## src/rtl/coeff_ram_pkg.sv

```systemverilog
// Shared constants and FSM state type for the banked coefficient RAM.
package coeff_ram_pkg;
  localparam int NUM_BANKS  = 4;
  localparam int BANK_DEPTH = 11;
  localparam int DATA_W     = 16;
  localparam int ADDR_W     = 4;
  localparam int MAX_ADDR   = 10;

  localparam logic [ADDR_W-1:0] LAST_ADDR = ADDR_W'(MAX_ADDR);
  localparam logic [1:0]        LAST_BANK = 2'(NUM_BANKS - 1);

  typedef enum logic {
    S_CLEAR = 1'b0,
    S_READY = 1'b1
  } state_t;
endpackage

```

## src/rtl/coeff_ram_resp_bank.sv

```systemverilog
// One 11x16 coefficient bank: write port, registered read port, written-word mask.
module coeff_bank
  import coeff_ram_pkg::*;
(
  input  logic              iClk12M,
  input  logic              iRst,
  input  logic              iWrEn,
  input  logic              iMaskSet,
  input  logic [ADDR_W-1:0] iWrAddr,
  input  logic [DATA_W-1:0] iWrData,
  input  logic              iRdEn,
  input  logic [ADDR_W-1:0] iRdAddr,
  output logic [DATA_W-1:0] oRdData,
  output logic              oLoaded
);
  logic [DATA_W-1:0]     mem [BANK_DEPTH];
  logic [BANK_DEPTH-1:0] mask;

  // Storage carries no reset; only the clear sweep initialises it.
  always_ff @(posedge iClk12M) begin
    if (iWrEn) mem[iWrAddr] <= iWrData;
  end

  always_ff @(posedge iClk12M or posedge iRst) begin
    if (iRst) begin
      oRdData <= '0;
      mask    <= '0;
    end else begin
      if (iRdEn)    oRdData       <= mem[iRdAddr];
      if (iMaskSet) mask[iWrAddr] <= 1'b1;
    end
  end

  assign oLoaded = &mask;
endmodule

```

## src/rtl/coeff_ram_resp.sv

```systemverilog
// Four-bank coefficient RAM with single-port access and optional zero-fill
// sweep after reset (enabled by defining COEFF_RAM_CLEAR_EN).
module coeff_ram_resp
  import coeff_ram_pkg::*;
(
  input  logic              iClk12M,
  input  logic              iRst,
  input  logic              iCsnRam,
  input  logic              iWrnRam,
  input  logic [ADDR_W-1:0] iAddrRam,
  input  logic [1:0]        iModuleSel,
  input  logic [DATA_W-1:0] iWtDtRam,
  output logic [DATA_W-1:0] oRdDtRam,
  output logic              oRdValid,
  output logic              oAddrErr,
  output logic              oReady,
  output logic [3:0]        oBankLoaded,
  output logic              oDbgState
);
  // Handshake: an access is accepted on a rising edge where iCsnRam=0 and
  // oReady=1; a read answers with a one-cycle oRdValid on the next cycle.
  state_t      state;
  logic        ready;
  logic        clrWr;
  logic [1:0]  clrBank;
  logic [ADDR_W-1:0] clrAddr;

`ifdef COEFF_RAM_CLEAR_EN
  always_ff @(posedge iClk12M or posedge iRst) begin
    if (iRst) begin
      state   <= S_CLEAR;
      ready   <= 1'b0;
      clrBank <= '0;
      clrAddr <= '0;
    end else begin
      case (state)
        S_CLEAR: begin
          if (clrAddr == LAST_ADDR) begin
            clrAddr <= '0;
            if (clrBank == LAST_BANK) begin
              state <= S_READY;
              ready <= 1'b1;
            end else begin
              clrBank <= clrBank + 2'd1;
            end
          end else begin
            clrAddr <= clrAddr + 4'd1;
          end
        end
        default: begin
          state <= S_READY;
          ready <= 1'b1;
        end
      endcase
    end
  end

  assign clrWr = (state == S_CLEAR);
`else
  always_ff @(posedge iClk12M or posedge iRst) begin
    if (iRst) begin
      state <= S_READY;
      ready <= 1'b1;
    end else begin
      state <= S_READY;
      ready <= 1'b1;
    end
  end

  assign clrWr   = 1'b0;
  assign clrBank = '0;
  assign clrAddr = '0;
`endif

  logic accept, inRange, wrAcc, rdAcc;
  assign accept  = !iCsnRam && ready;
  assign inRange = (iAddrRam <= LAST_ADDR);
  assign wrAcc   = accept && !iWrnRam && inRange;
  assign rdAcc   = accept && iWrnRam;

  logic [DATA_W-1:0] bankData [NUM_BANKS];

  for (genvar b = 0; b < NUM_BANKS; b++) begin : g_bank
    logic hitSel, hitClr;
    assign hitSel = (iModuleSel == 2'(b));
    assign hitClr = clrWr && (clrBank == 2'(b));

    coeff_bank uBank (
      .iClk12M  (iClk12M),
      .iRst     (iRst),
      .iWrEn    ((wrAcc && hitSel) || hitClr),
      .iMaskSet (wrAcc && hitSel),
      .iWrAddr  (clrWr ? clrAddr : iAddrRam),
      .iWrData  (clrWr ? '0 : iWtDtRam),
      .iRdEn    (rdAcc && inRange && hitSel),
      .iRdAddr  (iAddrRam),
      .oRdData  (bankData[b]),
      .oLoaded  (oBankLoaded[b])
    );
  end

  // Bank select and error flag only move on a completed read, so the
  // output word holds between reads.
  logic [1:0] rdSel;
  logic       rdErr;

  always_ff @(posedge iClk12M or posedge iRst) begin
    if (iRst) begin
      oRdValid <= 1'b0;
      oAddrErr <= 1'b0;
      rdSel    <= '0;
      rdErr    <= 1'b0;
    end else begin
      oRdValid <= rdAcc;
      oAddrErr <= accept && !inRange;
      if (rdAcc) begin
        rdSel <= iModuleSel;
        rdErr <= !inRange;
      end
    end
  end

  assign oRdDtRam  = rdErr ? '0 : bankData[rdSel];
  assign oReady    = ready;
  assign oDbgState = state;
endmodule
```

## config.mk

```make
export PLATFORM = sky130hd
export DESIGN_NAME = coeff_ram_resp
export DESIGN_NICKNAME = d
export VERILOG_FILES = /design/src/rtl/coeff_ram_pkg.sv /design/src/rtl/coeff_ram_resp_bank.sv /design/src/rtl/coeff_ram_resp.sv
export SDC_FILE = /design/constraint.sdc
export NUM_CORES = 1
export LEC_CHECK = 0
export BUFFER_PORTS_ARGS = -buffer_cell sky130_fd_sc_hd__clkbuf_2
export CAP_MARGIN = 40
export CORE_ASPECT_RATIO = 0.5
export CORE_MARGIN = 3
export CORE_UTILIZATION = 59
export CTS_BUF_LIST = sky130_fd_sc_hd__clkbuf_2
export DETAILED_ROUTE_END_ITERATION = 8
export PLACE_DENSITY = 0.82
export SLEW_MARGIN = 25
export SYNTH_ARGS = -nofsm -noshare
export SYNTH_HDL_FRONTEND = slang
export SYNTH_HIERARCHICAL = 1
export SYNTH_SLANG_ARGS = --single-unit
export TNS_END_PERCENT = 1
```

## constraint.sdc

```tcl
create_clock -name iClk12M -period 1.2 [get_ports iClk12M]
set_input_delay 0.3 -clock iClk12M [delete_from_list [all_inputs] [get_ports iClk12M]]
set_output_delay 0.3 -clock iClk12M [all_outputs]
set_load 0.02 [all_outputs]
```

* After elaboration in Yosys (flattened, before gate mapping) *
Memory sizes are Yosys's and may differ from the RTL's. A register that Yosys moved wholly into a read port is not among the register bits.
Cells that the tools add are included.

word-level totals
  bits in registers = 49
  memory bits (writable) = 704
  word-level logic and storage cells = 60
  memories = 4

operators by class
  order comparisons = 4
  eq/ne operators = 3
  muxes and demuxes = 14
  bitwise logic cells = 5
  reductions and logical operators = 22

memories
  name                 depth  bits a word  rd ports  clocked after memory_dff  write ports  RTL line                   text
  g_bank[0].uBank.mem  11     16           1         1                         1            coeff_ram_resp_bank.sv:16  logic [DATA_W-1:0] mem [BANK_DEPTH];
  g_bank[1].uBank.mem  11     16           1         1                         1            coeff_ram_resp_bank.sv:16
  g_bank[2].uBank.mem  11     16           1         1                         1            coeff_ram_resp_bank.sv:16
  g_bank[3].uBank.mem  11     16           1         1                         1            coeff_ram_resp_bank.sv:16

operators with widths
  cell                                                                count
  two-way mux 16 bit                                                  3
  OR 11 bit                                                           4
  AND reduction 11 bit                                                4
  binary-select mux 16 bit (select 2 bit)                             1
  logical AND 1 bit                                                   14
  two-way mux 1 bit                                                   9
  < comparator 4 x 5 -> 1 bit (second input constant)                 1
  demux 1 bit (select 4 bit)                                          1
  equality test 2 bit (second input constant)                         2
  greater-or-equal comparator 4 x 1 -> 1 bit (second input constant)  1
  <= comparator 4 bit (second input constant)                         1
  greater-or-equal comparator 3 bit (second input constant)           1
  zero test 1 bit                                                     3
  NOT 2 -> 3 bit                                                      1
  equality test 2 x 1 -> 1 bit (second input constant)                1
  zero test 2 bit                                                     1

* Depth between registers and ports, before layout *
  depth after elaboration = 6
  mapped depth = 7

* By module *
The synthesis kept the hierarchy.

modules (own cells, without submodules)
  module                             times used  cells each  area each (sq um)  sequential area each (sq um)
  coeff_bank at g_bank[1].uBank ...  3           486         8049.0             5960.7
  coeff_bank at g_bank[0].uBank      1           483         8055.2             5960.7
  coeff_ram_resp                     1           88          769.5              125.1

* Worst setup path before layout *
No wires, ideal clock.

  kind = input to register
  start = input iAddrRam[1]
  end = memory g_bank[1].uBank.mem[0][0], enable pin
  setup time = 409 ps
  data arrival time = 2271 ps
  required time = 791 ps
  slack = -1480 ps
  stages = 5
  path through = a21oi_1 > o21ai_1 > nor2_1 > nand2_1 > nor3_1

on the way
  longest elaborated chain between the ends = 5

ends and longest elaborated chain
  element                                  RTL line                   text
  start: declaration                       coeff_ram_resp.sv:10       input logic [ADDR_W-1:0] iAddrRam,
  <= comparator 4 bit                      coeff_ram_resp.sv:77       assign inRange = (iAddrRam <= LAST_ADDR);
  logical AND 1 bit                        coeff_ram_resp.sv:78       assign wrAcc = accept && !iWrnRam && inRange;
  logical AND 1 bit                        coeff_ram_resp.sv:91       .iWrEn ((wrAcc && hitSel) || hitClr),
  two-way mux 1 bit                        coeff_ram_resp_bank.sv:21  if (iWrEn) mem[iWrAddr] <= iWrData;
  two-way mux 1 bit (implied by the code)  coeff_ram_resp_bank.sv:21
  end: declaration                         coeff_ram_resp_bank.sv:16

Parallel ways exist; a longest one is shown, timed or not.

* Final worst setup path *
  start = register rdSel[1]
  end = output oRdDtRam[13]

on the way
  longest elaborated chain between the ends = 5

ends and longest elaborated chain
  element                                                RTL line               text
  start: declaration                                     coeff_ram_resp.sv:104  logic [1:0] rdSel;
  start signal: assignment                               coeff_ram_resp.sv:117  rdSel <= iModuleSel;
  NOT 2 -> 3 bit (implied by the code)                   coeff_ram_resp.sv:123  assign oRdDtRam = rdErr ? '0 : bankData[rdSel];
  binary-select mux 16 bit (select 2 bit)                coeff_ram_resp.sv:123
  two-way mux 16 bit (implied by the code) (2 in a row)  coeff_ram_resp.sv:123
  two-way mux 16 bit                                     coeff_ram_resp.sv:123
  end: declaration                                       coeff_ram_resp.sv:13   output logic [DATA_W-1:0] oRdDtRam,

Every way passes these cells. The select of a mux whose other input is x is not followed.

==> reports/results.tsv <==
metric	value	unit
outcome	complete, but fails checks	
violations	hold timing, setup timing	
vdd_ir_drop_max	0.796	mV
synth_edf_count	704	
critPathSlowestCell	dfrtp_2	
multi_input_area	8710	um2
cts_tree	done	
relSlewSlack	46.5	%
cts_buffer_depth	3	
required	0.90	ns
synth_top_area_cell	edfxtp_1	
numCtsBuffers	172	
num_vias	20200	
period_needed	2.83	ns
slowest_delay	0.45	ns
cts_setup_buffers	0	
clkTransAtPathRegs	0.14	ns
place_worst_setup_slack	-0.792	ns
clock-sinks	817	
hold_ws	-0.0269	ns
postSynthAreaPerCell	16.3	um2
hp-start	iWrnRam	
drt_iter0_drc	2938	
dp_hpwl	46700	um
crit-reg2reg-launch	g_bank[2].uBank/mem[5][11]	
pwr_density_cell	1430	nW/um2
die_y	173	um
setup_violations	289	
hold_path.class	in2reg	
cp-startpoint	rdSel[1]	
ys_seq_area_share	72.7	%
dp.cells	2903	
synth_common_cells	edfxtp_1 (704), mux2i_1 (352), nand2_1 (153)	
critPathTopFamily	flip-flops	
fin_crit_sh	236	%
crit_fanout	16	
slew_violations	0	
io_buffer_count	47	
fin_cells	3265	
die_area	58900	um2
ys_top_cells_by_area	edfxtp_1 (64%), mux2i_1 (11%), dfrtp_1 (8.6%)	
ff_latch_area	24000	um2
netlist.area_leader.share	64.1	%
grt_max_degree	48	
crit_chain	buf_12 -> mux2i_2 -> o22ai_2 -> buf_4	
netlist_area	33000	um2
ys_types	40	
viasPerCell	6.17	
start_util	60.5	%
fill_cells	3152	
grt_pass1_wl	121000	um
rsz0062_at_grt	true	
die_w	340	um
post_drt_wl_per_cell	25.1	um
finClkSkew	0.100	ns
p_leak	14.5	nW
worstPathArrival	2.53	ns
yosys_most_used_dff	edfxtp_1	
final_nets	2408	
synthCells	2029	
critPathKind	reg2out	
critPathBufInv	2	
area_delta_synth_final	17.3	%
htree_levels	4	
synth_most_common_cell	edfxtp_1	
drive_gt1_share	29.5	%
clk_latency	1.19	ns
cts-root-buf	clkbuf_2	
drc	0	
rows	60	
async_flop_share	13.8	%
ys_warn_count	6	
hold_viol_final	1	
drv_cap	0	
grt_usage	27.4	%
ys_seq_elements	817	
grt_antenna_before_repair	4	
firstDrtPassIters	6	
tightestPinTransition	0.803	ns
grt_overflow_total	0	
end_kind	output pin	
wl	81900	um
start_kind	register	
fin_ws	-1.63	ns
fmax	0.354	GHz
ioPinCount	50	
drtAntennaViolNets	0	
gp_congestion	0.886	
core_area	54500	um2
grt_pass1_vias	20100	
[cell usage in the layout (no fill, tap or decap), types with 5 or more instances in the layout]
cell	instances
a21o_1	15
a22oi_1	76
a22oi_2	52
a31o_2	7
a31oi_1	64
buf_12	88
buf_4	125
buf_6	6
clkbuf_2	308
clkinv_1	23
dfrtp_1	112
dlygate4sd3_1	36
dlymetal6s4s_1	8
edfxtp_1	704
inv_1	8
inv_6	5
mux2i_1	319
mux2i_2	28
mux2i_4	5
nand2_1	144
nand2_4	5
nand2b_1	8
nand3_1	6
nand3b_1	64
nand4_1	8
nor2_1	72
nor2_2	12
nor2_4	29
nor2b_1	12
nor3_4	14
o21ai_0	64
o21bai_1	15
o22ai_2	14
[registers in the layout (all words and copies together) (netlist names)]
signal,flops
g_bank.uBank/mem,704
g_bank.uBank/oRdData,64
oAddrErr,1
oRdValid,1
g_bank.uBank/mask,44
rdErr,1
rdSel,2
[path summary, 6_finish.rpt]
check                                                    to  slack, ns  cells past startpoint
max in group asynchronous           g_bank[1].uBank/mask[1]       0.38                      5
min in group asynchronous                          oAddrErr       0.38                      4
worst min register to register      g_bank[3].uBank/mask[2]       0.46                      1
worst min-delay path            g_bank[3].uBank/oRdData[13]      -0.03                      7
worst max-delay path                           oRdDtRam[13]      -1.63                      4
worst max register to register  g_bank[2].uBank/oRdData[11]      -0.17                      4
[area by class of cell]
| type | instances | area share [%] |
|---|---|---|
| inverters | 9 | 0.0873 |
| clock buffers | 275 | 3.56 |
| diodes | 1 | 0.00647 |
| multi-input cells | 1081 | 22.5 |
| repair buffers | 301 | 8.89 |
| well taps | 744 | 2.41 |
| flip-flops and latches | 817 | 62.0 |
| clock inverters | 37 | 0.569 |
[cell families after synthesis]
| logic type | Yosys count | synth area share [%] |
|---|---|---|
| other cells | 1 | 0.0114 |
| buf+inv | 132 | 3.43 |
| compound gates | 320 | 7.14 |
| mux | 354 | 10.8 |
| simple gates | 405 | 5.98 |
| flops | 817 | 72.7 |
[per-layer routing]
metal,share of wire [%],GRT usage [%],up-vias
met1,37,36.6,9980
met3,11,6.84,193
met4,3.5,10.2,4
met5,0.028,0,-
met2,48,44.0,1342
li1,-,-,8635
[worst min-delay path: cells and delay by family]
| family | cells | cell delay, ns |
|---|---|---|
| and+or+nand+nor | 2 | 0.25 |
| buffers and inverters | 3 | 0.35 |
| AOI/OAI and AO/OA | 2 | 0.24 |
[per-stage QoR]
step | TNS, ns | power [mW] | util (%) | instance area (um2) | hold slack, ns
floorplan | -396.02 | 35.6 | - | 33400 | 0.0785
global placement | -550.14 | 37.7 | 66.3 | 36100 | 0.343
detailed placement | -563.20 | 37.9 | 66.4 | 36200 | 0.348
CTS | -203.12 | 54.8 | 70.4 | 38400 | 0.000237
global route | -51.77 | 57.2 | 71.0 | 38700 | -0.0404
finish | -57.40 | 55.3 | 71.0 | 38700 | -0.0269
[what timing repair did]
item                                     CTS  global route
gates resized for setup                   39            83
endpoints found under the setup margin    45           771
hold buffers                              41             7
gates cloned                               0             0
pin swaps                                 17            25
endpoints found under the hold margin   1195            33
[power breakdown]
| group | total, mW | internal, mW | switching (mW) |
|---|---|---|---|
| Combinational | 5.89 | 2.36 | 3.53 |
| Clock | 17.1 | 6.31 | 10.7 |
| Sequential | 32.3 | 31.6 | 0.748 |
Note: power is estimated with default switching activity, not from simulation.
